`config.mk`:
```
export PLATFORM = sky130hd
export DESIGN_NAME = inst_queue
export DESIGN_NICKNAME = d
export VERILOG_FILES = /design/src/rtl/inst_queue.sv
export SDC_FILE = /design/constraint.sdc
export NUM_CORES = 2
export LEC_CHECK = 0
export CAP_MARGIN = 15
export CORE_MARGIN = 5
export CORE_UTILIZATION = 45
export CTS_CLUSTER_SIZE = 25
export DETAILED_ROUTE_END_ITERATION = 8
export DONT_BUFFER_PORTS = 1
export PLACE_DENSITY_LB_ADDON = 0.15
export SETUP_SLACK_MARGIN = 0.4
export SLEW_MARGIN = 20
export SYNTH_ARGS = -nofsm -noshare
export SYNTH_HDL_FRONTEND = slang
export SYNTH_SLANG_ARGS = --single-unit
```
`constraint.sdc`:
```
create_clock -name clk -period 2.6 [get_ports clk]
set_input_delay 0.26 -clock clk [delete_from_list [all_inputs] [get_ports clk]]
set_output_delay 0.26 -clock clk [all_outputs]
set_load 0.01 [all_outputs]
```
`src/rtl/inst_queue.sv`:
```
// Dual-lane instruction FIFO between fetch and decode: up to two pushes and two pops per cycle,
// strictly in order, with a registered count driving both in_ready and out_valid.
module inst_queue #(
    parameter int DEPTH  = 8,
    parameter int EXCP_W = 6
) (
    input  logic              clk,
    input  logic              resetn,
    input  logic              flush,
    input  logic [1:0]        in_valid,
    output logic              in_ready,
    input  logic [31:0]       in_pc0,
    input  logic [31:0]       in_pc1,
    input  logic [31:0]       in_inst0,
    input  logic [31:0]       in_inst1,
    input  logic [1:0]        in_pred_taken,
    input  logic [31:0]       in_pred_target0,
    input  logic [31:0]       in_pred_target1,
    input  logic [1:0]        in_excp,
    input  logic [EXCP_W-1:0] in_ecode0,
    input  logic [EXCP_W-1:0] in_ecode1,
    output logic [1:0]        out_valid,
    output logic [31:0]       out_pc0,
    output logic [31:0]       out_pc1,
    output logic [31:0]       out_inst0,
    output logic [31:0]       out_inst1,
    output logic [1:0]        out_pred_taken,
    output logic [31:0]       out_pred_target0,
    output logic [31:0]       out_pred_target1,
    output logic [1:0]        out_excp,
    output logic [EXCP_W-1:0] out_ecode0,
    output logic [EXCP_W-1:0] out_ecode1,
    input  logic [1:0]        out_accept
);
    localparam int AW = $clog2(DEPTH);
    localparam int CW = $clog2(DEPTH + 1);

    typedef struct packed {
        logic [31:0]       pc;
        logic [31:0]       inst;
        logic              pred_taken;
        logic [31:0]       pred_target;
        logic              excp;
        logic [EXCP_W-1:0] ecode;
    } entry_t;

    entry_t          mem [DEPTH];
    logic [AW-1:0]   head, tail;
    logic [CW-1:0]   count;
    logic [1:0]      push_n, pop_n;
    entry_t          in_e0, in_e1, hd0, hd1;

    assign in_e0 = '{pc: in_pc0, inst: in_inst0, pred_taken: in_pred_taken[0],
                     pred_target: in_pred_target0, excp: in_excp[0], ecode: in_ecode0};
    assign in_e1 = '{pc: in_pc1, inst: in_inst1, pred_taken: in_pred_taken[1],
                     pred_target: in_pred_target1, excp: in_excp[1], ecode: in_ecode1};

    // Ready looks only at the registered count; a same-cycle pop gives no credit.
    assign in_ready     = (count <= CW'(DEPTH - 2));
    assign out_valid[0] = (count != '0);
    assign out_valid[1] = (count >= CW'(2));

    always_comb begin
        push_n = 2'd0;
        if (in_ready) begin
            if (in_valid == 2'b01)      push_n = 2'd1;
            else if (in_valid == 2'b11) push_n = 2'd2;
        end
        pop_n = 2'd0;
        if (out_accept[0] && out_valid[0])
            pop_n = (out_accept[1] && out_valid[1]) ? 2'd2 : 2'd1;
    end

    always_ff @(posedge clk or negedge resetn) begin
        if (!resetn) begin
            head  <= '0;
            tail  <= '0;
            count <= '0;
            for (int i = 0; i < DEPTH; i++) mem[i] <= '0;
        end else if (flush) begin
            head  <= '0;
            tail  <= '0;
            count <= '0;
        end else begin
            if (push_n != 2'd0) mem[tail]          <= in_e0;
            if (push_n == 2'd2) mem[tail + AW'(1)] <= in_e1;
            tail  <= tail + AW'(push_n);
            head  <= head + AW'(pop_n);
            count <= count + CW'(push_n) - CW'(pop_n);
        end
    end

    assign hd0 = mem[head];
    assign hd1 = mem[head + AW'(1)];

    assign out_pc0          = hd0.pc;
    assign out_pc1          = hd1.pc;
    assign out_inst0        = hd0.inst;
    assign out_inst1        = hd1.inst;
    assign out_pred_taken   = {hd1.pred_taken, hd0.pred_taken};
    assign out_pred_target0 = hd0.pred_target;
    assign out_pred_target1 = hd1.pred_target;
    assign out_excp         = {hd1.excp, hd0.excp};
    assign out_ecode0       = hd0.ecode;
    assign out_ecode1       = hd1.ecode;
endmodule

```
==> reports/qor.yml <==
synth:
  yosys_register_bits: 842
  yosys-top-cells-area: "dfrtp_1 42%, mux4_2 19%, a221o_1 17%"
  synth.top_cell.area_share_pct: 42.03
  synthCells: 4151
  async_reset_ff_share_pct: 100.0
  synth_area_um2: 50130
  ys_warn_count: 0
  ys_types: 37
  ys_seq_area_share_pct: 42.03
  syn_nets: 4380
  synth_ff_type: "dfrtp_1"
  avgSynthCellArea_um2: 12.08
  yosysTopAreaCell: "dfrtp_1"
  synth-edff-count: 0
place:
  dp_hpwl_um: 101700
  io_buffers: 0
  place.gp.congestion: 0.8028
  post-place-ws_ps: 124.7
  place_inst: 5083
pwr:
  switchingPower_w: 0.02870
  power_density_nw_per_um2: 1275
  power_frac_comb_pct: 53.2
  max-vdd-ir-drop_mv: 0.6951
  intPower_w: 0.05046
  p_sw_share_pct: 36.26
  cellLeakagePower_nw: 24.55
  p_clk_share_pct: 19.2
  pwr-share-seq_pct: 27.6
run:
  maxCapViolations: 0
clocking:
  numCtsBuffers: 100
  cts_sinks: 842
  htreeDepth: 3
  clkSlewWorstSetupHoldPaths_ps: 60
  clockBufferDepth: 3
  insertion_delay_ps: 700
  clk_root_buffer_cell: "clkbuf_16"
  cts_tree: "done"
worst_setup_path:
  worst-path-max-fanout: 6
  timing_worst_setup_path_type: "flop to primary output"
  cp_data_arrival_time_ps: 2850
  end_kind: "primary output"
  start_kind: "flop"
  required_ps: 2340
sta:
  setup_tns_ps: -83440
  clock-skew-final_ps: 26.93
  relSlewSlack_pct: 38.55
  worst_slack_ps: -506.4
  grt_setup_unrepaired: "true"
  finalHoldViolCount: 0
  drv_slew: 0
  fin_crit_sh_pct: 119.5
  finalCriticalPeriod_ps: 3106
  worst_pin_slew_ps: 921.7
  setup_viol: 208
  clock.fmax_ghz: 0.3219
drt:
  dr.first_iter.drc_count: 5814
  dr_total_vias: 42920
  ant_nets: 0
  postRouteWirelength_um: 225900
  avgRoutedWirePerCell_um: 40.63
  avgViaCountPerCell: 7.719
  firstDrtPassIters: 8
  drc: 0
die:
  rows: 122
  core_area_um2: 110700
  ioPinCount: 426
  die_y_um: 343.8
  dieArea_um2: 118200
  initial_core_util_pct: 45.29
  die_w_um: 343.8
global_routing:
  overflow: 0
  grt_pass1_vias: 41920
  groute.usage.overall_pct: 34.87
  grt_max_degree: 843
  antenna_found_initial: 41
  grt_pass1_wl_um: 307000
layout:
  final_core_util_pct: 56.08
  final_common_cell: "dfrtp_1"
  final_cell_mix: "837 x dfrtp_1, 832 x a221o_1, 828 x nor3_1, 416 x mux4_2, 203 x mux2_4"
  final_cells: 5560
  drive_gt1_share_pct: 31.26
  syn2layout_area_growth_pct: 23.82
  nNetsFinal: 4191
status:
  violations: "setup timing"
  status: "finished, violations left"
worst_hold_path:
  hold_class: "input port to flop"
-- critical path: stages (launching register included) --
cell	delay [ps]
dfrtp_4	490
ha_4	330
buf_12	150
buf_16	180
clkbuf_16	180
mux4_2	490
mux2_4	330
-- cell usage after synthesis, types with 2 or more instances --
cell,count
o22ai_1,4
a221o_1,832
a211o_1,2
clkbuf_2,26
nand2_1,8
and3_1,2
buf_1,263
nor2_1,14
or3_1,3
dfrtp_1,842
buf_6,14
nor3_1,832
xor2_1,3
xnor2_1,4
nand3_1,7
buf_2,39
nor2b_1,110
ha_1,10
mux4_2,416
nand4_1,2
clkbuf_1,370
inv_1,13
nand2b_1,106
or2_2,2
mux2_2,208
nand3b_1,5
fa_1,4
-- power groups by stage --
| stage | logic (W) | clock network [W] | registers [W] |
|---|---|---|---|
| floorplan | 0.0239 | 0 | 0.0203 |
| global placement | 0.0312 | 0 | 0.0216 |
| detailed placement | 0.0316 | 0 | 0.0218 |
| CTS | 0.0389 | 0.0153 | 0.0216 |
| global route | 0.0435 | 0.0158 | 0.0223 |
| finish | 0.0421 | 0.0152 | 0.0218 |
-- registers in the layout, indices dropped and copies added, names as in the netlist --
register,count
head,3
mem,832
tail,3
count,4
-- final timing paths --
check | startpoint | endpoint | cells past startpoint | slack [ps]
min in group asynchronous | resetn | mem[332]$_DFFE_PN0N_ | 2 | 200
max in group asynchronous | resetn | mem[39]$_DFFE_PN0N_ | 5 | 90
worst min-delay path | in_pc1[6] | mem[806]$_DFFE_PN0N_ | 3 | 70
worst min register to register | mem[557]$_DFFE_PN0N_ | mem[557]$_DFFE_PN0N_ | 1 | 530
worst max register to register | count[2]$_DFF_PN0_ | mem[349]$_DFFE_PN0N_ | 12 | 50
worst max-delay path | head[1]$_DFF_PN0_ | out_pred_target1[31] | 6 | -510
-- what timing repair did --
action / 4_1_cts / 5_1_grt
endpoints found under the hold margin: 852 / 137
pin swaps: 40 / 78
setup buffers: 81 / 42
hold buffers: 3 / 2
gates resized for setup: 346 / 111
setup endpoints to repair: 982 / 1250
cloned: 73 / 59
-- routing by layer --
metal | routed length (um) | track usage, % | up-vias
li1 | - | - | 16610
met1 | 81760 | 46.42 | 22380
met2 | 102500 | 53.47 | 3204
met3 | 29210 | 11.01 | 705
met4 | 12270 | 13.99 | 24
met5 | 156 | 0 | -
-- cell type report --
cell class | count | area (um^2)
clock buffer | 150 | 3024
clock inverter | 34 | 486.7
tap | 1488 | 1862
antenna | 28 | 70.07
inverter | 13 | 51.30
fill | 8733 | 48600
timing repair buffer | 422 | 8197
sequential | 842 | 21080
multi-input combinational | 2583 | 27290
-- cells by family (layout without fill, tap and decap cells) --
kind of cell	after synthesis	count (layout)	synth area share [%]
simple gates	1095	1095	11.48
mux	624	624	23.36
xor+xnor	7	7	0.1223
compound gates	843	843	16.78
buf+inv	726	619	5.816
fa+ha+maj	14	14	0.4094
flops	842	842	42.03
other cells	0	28	0
-- through the flow --
stage	cell area, um^2	power, W	hold slack (ps)
after detailed placement	51810	0.05337	14.85
final	62070	0.07916	71.61
after floorplan	50350	0.04426	-35.59
after global routing	62020	0.08167	73.66
after global placement	51810	0.05287	15.72
after CTS	59670	0.07580	-727.0
(Power assumes the default switching activity.)
